--- config.mk ---
export PLATFORM = sky130hd
export DESIGN_NAME = tdm_mux8_tx
export DESIGN_NICKNAME = d
export VERILOG_FILES = /design/src/rtl/tdm_pkg.sv /design/src/rtl/tdm_lane_buf.sv /design/src/rtl/tdm_mux8_tx.sv
export SDC_FILE = /design/constraint.sdc
export NUM_CORES = 1
export LEC_CHECK = 0
export ABC_AREA = 1
export CAP_MARGIN = 20
export CORE_UTILIZATION = 53
export CTS_CLUSTER_SIZE = 25
export DETAILED_ROUTE_END_ITERATION = 7
export GPL_TIMING_DRIVEN = 0
export HOLD_SLACK_MARGIN = 0.03
export PLACE_DENSITY_LB_ADDON = 0.12
export SYNTH_ARGS = -nofsm -noshare
export SYNTH_HDL_FRONTEND = slang
export SYNTH_HIERARCHICAL = 1
export SYNTH_SLANG_ARGS = --single-unit
--- constraint.sdc ---
create_clock -name clk -period 4.6 [get_ports clk]
set_input_delay 0.92 -clock clk [delete_from_list [all_inputs] [get_ports clk]]
set_output_delay 0.92 -clock clk [all_outputs]
set_load 0.01 [all_outputs]
--- src/rtl/tdm_pkg.sv ---
// -----------------------------------------------------------------------------
// tdm_pkg
//   Shared definitions for the 8-lane TDM transmitter.
//   - N_LANES / SEL_W : lane count and slot-select width
//   - state_e         : transmitter FSM states (ST_IDLE, ST_SCAN)
//   - next_full()     : first set bit of a lane mask, searching upward from a
//                       start index with wrap-around (used by the skip-empty
//                       build only)
// -----------------------------------------------------------------------------
package tdm_pkg;

  localparam int N_LANES = 8;
  localparam int SEL_W   = 3;

  typedef enum logic {
    ST_IDLE = 1'b0,
    ST_SCAN = 1'b1
  } state_e;

  // Returns the first index at or above 'start' (wrapping) whose bit is set
  // in 'full'. Returns 'start' when the mask is empty.
  function automatic logic [SEL_W-1:0] next_full(input logic [N_LANES-1:0] full,
                                                 input logic [SEL_W-1:0]   start);
    logic [SEL_W-1:0] idx;
    logic [SEL_W-1:0] res;
    logic             found;
    res   = start;
    found = 1'b0;
    for (int k = 0; k < N_LANES; k++) begin
      idx = start + SEL_W'(k);
      if (!found && full[idx]) begin
        res   = idx;
        found = 1'b1;
      end
    end
    return res;
  endfunction

endpackage

--- src/rtl/tdm_lane_buf.sv ---
// -----------------------------------------------------------------------------
// tdm_lane_buf
//   One-entry holding register for a single TDM lane.
//   Ports:
//     clk, rst_n : clock, asynchronous active-low reset
//     in_data    : lane word offered by the producer
//     in_valid   : producer offers a word
//     in_ready   : register can accept (empty, or being drained this cycle)
//     take       : this lane's slot fires this cycle (word leaves)
//     full       : register holds a word
//     q          : held word
// -----------------------------------------------------------------------------
module tdm_lane_buf #(
  parameter int DATA_W = 8
) (
  input  logic              clk,
  input  logic              rst_n,
  input  logic [DATA_W-1:0] in_data,
  input  logic              in_valid,
  output logic              in_ready,
  input  logic              take,
  output logic              full,
  output logic [DATA_W-1:0] q
);

  logic              full_d, full_q;
  logic [DATA_W-1:0] data_d, data_q;
  logic              capture;

  // A word leaving in the same cycle frees the slot for a new one.
  assign in_ready = ~full_q | take;
  assign capture  = in_valid & in_ready;

  always_comb begin
    // NOTE: every always_comb output gets a default first so no path leaves
    // it unassigned and no latch is inferred.
    full_d = full_q;
    data_d = data_q;
    if (capture) begin
      full_d = 1'b1;
      data_d = in_data;
    end else if (take) begin
      full_d = 1'b0;
    end
  end

  // NOTE: the data register is reset along with the flag so a discarded word
  // can never reappear; it is a single word, not a memory array.
  always_ff @(posedge clk or negedge rst_n) begin
    if (!rst_n) begin
      full_q <= 1'b0;
      data_q <= '0;
    end else begin
      // NOTE: non-blocking assignments for all sequential state so every flop
      // samples its pre-edge value regardless of statement order.
      full_q <= full_d;
      data_q <= data_d;
    end
  end

  assign full = full_q;
  assign q    = data_q;

endmodule

--- src/rtl/tdm_mux8_tx.sv ---
// -----------------------------------------------------------------------------
// tdm_mux8_tx
//   8-lane time-division multiplexer transmitter. Each lane feeds a one-entry
//   holding register; the FSM scans slots round-robin, presenting one word
//   per beat on a shared bus together with its 3-bit slot select.
//   Ports:
//     clk, rst_n : clock, asynchronous active-low reset
//     en         : 1 = run frames; 0 = stop at next frame boundary
//     in_data    : lane i word at in_data[i*DATA_W +: DATA_W]
//     in_valid   : per-lane word offer
//     in_ready   : per-lane holding register can accept
//     out_data   : word of current slot (0 when unused)
//     out_sel    : current slot index (demux control)
//     out_used   : out_data carries a real lane word
//     out_frame  : first beat of a frame
//     out_valid  : beat present
//     out_ready  : downstream accepts the beat
//   Build option: define TDM_SKIP_EMPTY_EN to present only full lanes
//   (empty slots are skipped, frames are delimited by slot wrap-around).
//   Outputs depend only on registered state, never combinationally on in_*.
// -----------------------------------------------------------------------------
module tdm_mux8_tx
  import tdm_pkg::*;
#(
  parameter int DATA_W = 8
) (
  input  logic                      clk,
  input  logic                      rst_n,
  input  logic                      en,
  input  logic [N_LANES*DATA_W-1:0] in_data,
  input  logic [N_LANES-1:0]        in_valid,
  output logic [N_LANES-1:0]        in_ready,
  output logic [DATA_W-1:0]         out_data,
  output logic [SEL_W-1:0]          out_sel,
  output logic                      out_used,
  output logic                      out_frame,
  output logic                      out_valid,
  input  logic                      out_ready
);

  localparam logic [SEL_W-1:0] LAST_SLOT = SEL_W'(N_LANES - 1);

  state_e             state_d, state_q;
  logic [SEL_W-1:0]   slot_d, slot_q;
  logic [N_LANES-1:0] hold_full;
  logic [N_LANES-1:0] take;
  logic [DATA_W-1:0]  hold_word [N_LANES];

  for (genvar gi = 0; gi < N_LANES; gi++) begin : g_lane
    tdm_lane_buf #(.DATA_W(DATA_W)) u_lane (
      .clk      (clk),
      .rst_n    (rst_n),
      .in_data  (in_data[gi*DATA_W +: DATA_W]),
      .in_valid (in_valid[gi]),
      .in_ready (in_ready[gi]),
      .take     (take[gi]),
      .full     (hold_full[gi]),
      .q        (hold_word[gi])
    );
  end

  // Only the lane whose slot fires is drained.
  always_comb begin
    take = '0;
    if (out_valid && out_ready) take[out_sel] = 1'b1;
  end

`ifdef TDM_SKIP_EMPTY_EN
  // prev_q is the last fired slot; it is parked at LAST_SLOT after reset or
  // IDLE so the first beat always reads as a wrap (frame start).
  logic [SEL_W-1:0]   prev_d, prev_q;
  logic [N_LANES-1:0] full_nxt;

  // Occupancy after this edge, so a lane captured now can be current next
  // cycle. This feeds only registers, never the outputs.
  assign full_nxt = (hold_full & ~take) | (in_valid & in_ready);

  always_comb begin
    state_d   = state_q;
    slot_d    = slot_q;
    prev_d    = prev_q;
    out_sel   = slot_q;
    out_valid = 1'b0;
    out_used  = 1'b0;
    out_frame = 1'b0;
    out_data  = '0;
    case (state_q)
      ST_IDLE: begin
        prev_d = LAST_SLOT;
        slot_d = next_full(full_nxt, '0);
        if (en) state_d = ST_SCAN;
      end
      ST_SCAN: begin
        out_valid = hold_full[slot_q];
        out_used  = hold_full[slot_q];
        out_data  = hold_full[slot_q] ? hold_word[slot_q] : '0;
        out_frame = hold_full[slot_q] & (slot_q <= prev_q);
        if (hold_full[slot_q]) begin
          // Slot stays put while stalled: only 'take' can empty it.
          if (out_ready) begin
            prev_d = slot_q;
            slot_d = next_full(full_nxt, slot_q + 1'b1);
            if (!en && (slot_q <= prev_q)) begin
              state_d = ST_IDLE;
              prev_d  = LAST_SLOT;
            end
          end
        end else begin
          slot_d = next_full(full_nxt, prev_q + 1'b1);
          if (!en && (hold_full == '0)) begin
            state_d = ST_IDLE;
            prev_d  = LAST_SLOT;
          end
        end
      end
      default: state_d = ST_IDLE;
    endcase
  end

  always_ff @(posedge clk or negedge rst_n) begin
    if (!rst_n) prev_q <= LAST_SLOT;
    else        prev_q <= prev_d;
  end
`else
  always_comb begin
    state_d   = state_q;
    slot_d    = slot_q;
    out_sel   = slot_q;
    out_valid = 1'b0;
    out_used  = 1'b0;
    out_frame = 1'b0;
    out_data  = '0;
    case (state_q)
      ST_IDLE: begin
        if (en) begin
          state_d = ST_SCAN;
          slot_d  = '0;
        end
      end
      ST_SCAN: begin
        out_valid = 1'b1;
        out_used  = hold_full[slot_q];
        out_data  = hold_full[slot_q] ? hold_word[slot_q] : '0;
        out_frame = (slot_q == '0);
        // out_valid is always 1 here, so out_ready alone means fire.
        if (out_ready) begin
          slot_d = slot_q + 1'b1;
          // en matters only at the frame boundary; a frame always completes.
          if (slot_q == LAST_SLOT && !en) state_d = ST_IDLE;
        end
      end
      default: state_d = ST_IDLE;
    endcase
  end
`endif

  always_ff @(posedge clk or negedge rst_n) begin
    if (!rst_n) begin
      state_q <= ST_IDLE;
      slot_q  <= '0;
    end else begin
      state_q <= state_d;
      slot_q  <= slot_d;
    end
  end

endmodule
==> impl_metrics.csv, run 1 <==
group,metric,value,unit
status,status,"complete, no violations",
clock_tree,cts_htree_levels,3,
sta,timing.fmax,271,MHz
clock_tree,numCtsBuffers,9,
worst_setup_path,path_max_fanout,10,
sta,slew_headroom,74.6,%
floorplan,io_pins,98,
synthesis,synth_area_leaders,"dfrtp_1 (48%), nand2_1 (19%), nand3_1 (10%)",
sta,period_needed,3.69,ns
clock_tree,ctsHoldBuffers,0,
clock_tree,cts-root-buf,"clkbuf_8",
sta,worst_slew_pin_slew,0.382,ns
layout,drive_above_1_share,11.0,%
floorplan,core,7250,µm²
clock_tree,cts_max_path_buffers,2,
worst_setup_path,worst_ep_required_time,3.68,ns
worst_setup_path,critPathKind,"primary input to primary output",
global_routing,grt_overflow,0,
synthesis,synth-edff-count,0,
layout,area_delta_synth_final,30.5,%
floorplan,start_util,54.7,%
pwr,peakVddDrop,0.285,mV
sta,hold_slack,0.469,ns
global_routing,track_usage,27.6,%
routing,drt_first_pass_iters,6,
pwr,p_leak,0.00259,µW
sta,fin_worst_skew,0.00869,ns
synthesis,async_flop_share,100,%
layout,postLayoutCellArea,5180,µm²
job,maxCapViolations,0,
worst_setup_path,critPathLaunch,"out_ready",
clock_tree,clock_latency,0.35,ns
sta,rsz0062_at_grt,"no",
sta,post-route-period-util,80.2,%
clock_tree,cts_resized,0,
clock_tree,tritoncts,"yes",
sta,tns,0,ns
global_routing,grt_max_degree,51,
routing,routed_wl,9880,µm
placed_design,io_buffer_count,89,
worst_setup_path,end_kind,"primary output",
floorplan,row_count,31,
worst_setup_path,critPathMaxStageDelay,0.53,ns
sta,finalSetupViolCount,0,
synthesis,seq_area_frac_synth,47.9,%
layout,nets,694,
layout,antenna_cells,0,
synthesis,synthCells,514,
global_routing,grt_pass1_vias,3470,
routing,drc,0,
synthesis,synth.cell_area,3970,µm²
sta,maxSlewViolCount,0,
synthesis,synth_top_area_share,47.9,%
synthesis,syn_nets,593,
synthesis,synthFlopType,"dfrtp_1",
floorplan,die_height,88.5,µm
clock_tree,cts_setup_buffers,0,
floorplan,die_w,88.5,µm
synthesis,synth_most_common_cell,"nand2_1",
placed_design,place_area,5010,µm²
worst_hold_path,hp-class,"flip-flop to flip-flop",
routing,wl_per_cell,13.8,µm
synthesis,ys_top_cells_by_count,"nand2_1 (206), nand3_1 (79), dfrtp_1 (76)",
worst_hold_path,hold_start,"g_lane[2].u_lane/q[3]$_DFFE_PN0P_",
clock_tree,clkTransAtPathRegs,0.07,ns
routing,routed_via_density,5.19,
worst_setup_path,crit_arrival,2.77,ns
synthesis,yosysTopAreaCell,"dfrtp_1",
placed_design,dpl.hpwl,7370,µm
floorplan,die_area,7840,µm²
worst_setup_path,slowest_stage,"clkdlybuf4s50_1",
sta,hold_viol_final,0,
worst_setup_path,path_cells,"clkdlybuf4s50_1, nand2_1, inv_1, nand2_1, nor2_1, inv_1, nand2_2, buf_6, clkdlybuf4s50_1",
pwr,power_density,610,nW/µm²
worst_setup_path,start_kind,"primary input",
synthesis,synth-seq-cells,76,
placed_design,gp_congestion,0.836,
global_routing,antenna_found_initial,0,
routing,final_antenna_net_count,0,
synthesis,yosys.cell_types.count,20,
routing,drt_iter0_markers,294,
routing,vias,3725,
worst_setup_path,r2r-start,"out_sel[0]$_DFFE_PN0P_",
global_routing,grt_pass1_wl,16100,µm
synthesis,yosys_warnings,6,
clock_tree,cts.sinks,76,
synthesis,avgSynthCellArea,7.72,µm²
[power breakdown]
group	leakage (µW)	switching, µW	internal (µW)
logic	0.00158	849	670
registers	0.000923	206	975
clock network	0.0000893	236	221
[cell families (layout without fill, tap and decap cells)]
| group | after synthesis | count (layout) | share of synthesized area (%) |
|---|---|---|---|
| and+or+nand+nor | 365 | 365 | 39.9 |
| buffers and inverters | 53 | 158 | 8.51 |
| AOI/OAI and AO/OA | 17 | 17 | 2.74 |
| DFF | 76 | 76 | 47.9 |
| adders and majority gates | 3 | 3 | 0.946 |
[critical path: cells and delay by family]
family,cells,cell delay [ns]
and+or+nand+nor,4,0.48
buffers and inverters,5,1.35
[placed cells by master (no fill, tap or decap), types with 2 or more instances in the layout]
master / count
clkbuf_8: 11
buf_4: 2
buf_2: 4
or2_1: 2
dfrtp_1: 76
or2_2: 4
inv_2: 2
inv_1: 28
o211ai_1: 8
clkdlybuf4s50_1: 88
nor2_1: 43
nand3_1: 79
nor2_4: 4
nand2_2: 19
buf_6: 17
o21ai_1: 3
or2_0: 8
ha_1: 3
o21ai_0: 5
clkinv_2: 2
nand2_1: 206
clkbuf_1: 2
[worst paths after layout]
kind | end | slack [ns] | cells after the start
setup / recovery | in_ready[2] | 0.91 | 9
hold / removal | g_lane[2].u_lane/q[3]$_DFFE_PN0P_ | 0.47 | 2
setup reg to reg | g_lane[2].u_lane/q[0]$_DFFE_PN0P_ | 2.76 | 10
hold reg to reg | g_lane[2].u_lane/q[3]$_DFFE_PN0P_ | 0.47 | 2
max in group asynchronous | out_sel[2]$_DFFE_PN0P_ | 3.56 | 2
min in group asynchronous | g_lane[7].u_lane/q[2]$_DFFE_PN0P_ | 0.48 | 1
[sequential cells by signal, summed over array words and instances (netlist names)]
| register | count |
|---|---|
| g_lane.u_lane/q | 64 |
| state_q | 1 |
| g_lane.u_lane/full | 8 |
| out_sel | 3 |
[per-layer routing]
metal	up-vias	wire length (µm)	global-route usage, %
li1	1815	-	-
met1	1747	4170	34.4
met2	132	4800	46.1
met3	31	551	4.66
met4	0	353	15.0
met5	-	0	0
[metrics by stage]
step           power, µW  std cells  utilization [%]  setup slack, ns
2_1_floorplan       2110        514                -             2.19
3_3_place_gp        2660        702             68.7           0.0181
3_5_place_dp        2700        703             69.0            0.960
4_1_cts             3170        718             71.4            0.936
5_1_grt             3420        718             71.4            0.806
6_report            3160        718             71.4            0.910
[layout make-up]
class,count,area (µm²)
Multi-Input combinational cell,385,1730
Tap cell,99,124
Inverter,31,119
Timing Repair Buffer,90,916
Sequential cell,76,1900
Clock inverter,2,10.0
Buffer,22,219
Fill cell,617,2080
Clock buffer,13,159
Note: power is estimated with default switching activity, not from simulation.
==> run 2: changes to the inputs <==
CORE_UTILIZATION = 45   (was 53)
clock period = 3.3 ns   (was 4.6 ns; I/O delays follow)
==> run 2 against run 1 <==
Critical path depth is the same. Via count shrank 2.7%. Register-to-register slack lost 1.2 ns. Critical path type unchanged. Largest cell class unchanged. Highest routed layer unchanged.
==> impl_metrics.csv, run 2 (same netlist as run 1, synthesis figures left out) <==
group,metric,value,unit
sta,fin_worst_skew,0.00649,ns
floorplan,io_pins,98,
routing,final_antenna_net_count,0,
clock_tree,cts.sinks,76,
worst_setup_path,path_cells,"clkdlybuf4s50_1, nand2_1, inv_1, nand2_2, nor2_1, inv_1, nand2_2, buf_6, clkdlybuf4s50_1",
sta,post-route-period-util,94.0,%
routing,vias,3623,
floorplan,die_area,9200,µm²
placed_design,gp_congestion,0.865,
pwr,p_leak,0.00260,µW
routing,drt_first_pass_iters,4,
clock_tree,ctsHoldBuffers,0,
worst_setup_path,critPathMaxStageDelay,0.53,ns
clock_tree,cts-root-buf,"clkbuf_8",
pwr,finalPower,4520,µW
status,status,"complete, no violations",
routing,routed_via_density,5.00,
placed_design,dp.cells,709,
sta,timing.fmax,322,MHz
layout,nets,694,
worst_setup_path,slowest_stage,"clkdlybuf4s50_1",
routing,routed_wl,10200,µm
floorplan,row_count,33,
clock_tree,cts_max_path_buffers,2,
global_routing,grt_max_degree,43,
global_routing,grt_pass1_vias,3601,
routing,wl_per_cell,14.1,µm
worst_hold_path,hp-class,"primary input to asynchronous set/reset pin",
clock_tree,clock_latency,0.35,ns
global_routing,antenna_found_initial,0,
sta,slew_headroom,69.4,%
layout,layout.cells.non_filler,724,
layout,antenna_cells,0,
placed_design,io_buffer_count,89,
sta,hold_slack,0.249,ns
layout,largest_register_ffs,64,
pwr,peakVddDrop,0.328,mV
placed_design,pre_cts_ws,0.171,ns
clock_tree,clkTransAtPathRegs,0.08,ns
floorplan,die_w,95.9,µm
layout,final_common_cell,"nand2_1",
worst_setup_path,crit_arrival,2.44,ns
global_routing,grt_pass1_wl,16800,µm
sta,rsz0062_at_grt,"no",
job,maxCapViolations,0,
floorplan,core,8380,µm²
worst_setup_path,reg2regPathDepth,10,
worst_setup_path,end_kind,"primary output",
worst_setup_path,path_max_fanout,10,
routing,drt_iter0_markers,159,
floorplan,die_height,95.9,µm
sta,hold_viol_final,0,
routing,drc,0,
sta,period_needed,3.10,ns
clock_tree,tritoncts,"yes",
sta,tns,0,ns
clock_tree,numCtsBuffers,9,
global_routing,track_usage,24.5,%
clock_tree,cts_htree_levels,3,
pwr,power_density,866,nW/µm²
layout,final_cell_mix,"nand2_1 (204), clkdlybuf4s50_1 (88), nand3_1 (79)",
sta,worst_slack,0.197,ns
placed_design,dpl.hpwl,7640,µm
layout,drive_above_1_share,11.6,%
layout,fillCellCount,806,
layout,area_delta_synth_final,31.6,%
global_routing,grt_overflow,0,
sta,worst_slew_pin_slew,0.459,ns
sta,maxSlewViolCount,0,
worst_setup_path,worst_ep_required_time,2.64,ns
worst_setup_path,start_kind,"primary input",
worst_setup_path,critPathKind,"primary input to primary output",
sta,finalSetupViolCount,0,
floorplan,start_util,47.3,%
==> run 2: final cells by class <==
| type | instances | area (µm²) | share of cell area (%) |
|---|---|---|---|
| sequential | 76 | 1900 | 36.4 |
| clock buffer | 12 | 165 | 3.16 |
| tap | 105 | 131 | 2.52 |
| buffer | 22 | 219 | 4.19 |
| multi-input combinational | 385 | 1730 | 33.2 |
| inverter | 31 | 119 | 2.28 |
| clock inverter | 3 | 45.0 | 0.862 |
| timing repair buffer | 90 | 908 | 17.4 |
==> run 2: critical path, delay by kind of cell <==
| family | cells | cell delay [ns] |
|---|---|---|
| buffers and inverters | 5 | 1.37 |
| and+or+nand+nor | 4 | 0.40 |
==> run 2: metal layers <==
metal | GRT usage, % | share of wire, % | up-vias
met4 | 11.4 | 2.7 | 0
met5 | 0 | 0 | -
met3 | 3.48 | 4.3 | 23
met2 | 41.3 | 48 | 99
met1 | 31.2 | 45 | 1693
li1 | - | - | 1808
==> run 2: worst paths after layout <==
check / start / endpoint / slack, ns
min in group clk: g_lane[2].u_lane/q[3]$_DFFE_PN0P_ / g_lane[2].u_lane/q[3]$_DFFE_PN0P_ / 0.47
worst max-delay path: out_ready / in_ready[5] / 0.20
worst min register to register: g_lane[2].u_lane/q[3]$_DFFE_PN0P_ / g_lane[2].u_lane/q[3]$_DFFE_PN0P_ / 0.47
max in group asynchronous: rst_n / g_lane[1].u_lane/q[1]$_DFFE_PN0P_ / 2.46
worst max register to register: out_sel[0]$_DFFE_PN0P_ / g_lane[4].u_lane/q[4]$_DFFE_PN0P_ / 1.52
worst min-delay path: rst_n / g_lane[7].u_lane/q[5]$_DFFE_PN0P_ / 0.25
==> run 2: timing repair <==
action / 4_1_cts / 5_1_grt
endpoints found under the setup margin: 0 / 1
resized for setup: 0 / 2
endpoints found under the hold margin: 0 / 0
setup buffers: 0 / 0
==> run 2: per-stage QoR <==
| stage | cell area [µm²] | util, % |
|---|---|---|
| after global placement | 4990 | 59.5 |
| after CTS | 5220 | 62.2 |
| final | 5220 | 62.3 |
| after floorplan | 3970 | - |
| after detailed placement | 5010 | 59.7 |
| after global routing | 5220 | 62.3 |
==> run 2: power by group <==
group | internal [µW] | total [µW] | switching, µW
logic | 935 | 2130 | 1200
registers | 1360 | 1640 | 280
clock network | 407 | 751 | 343
total | 2700 | 4520 | 1820
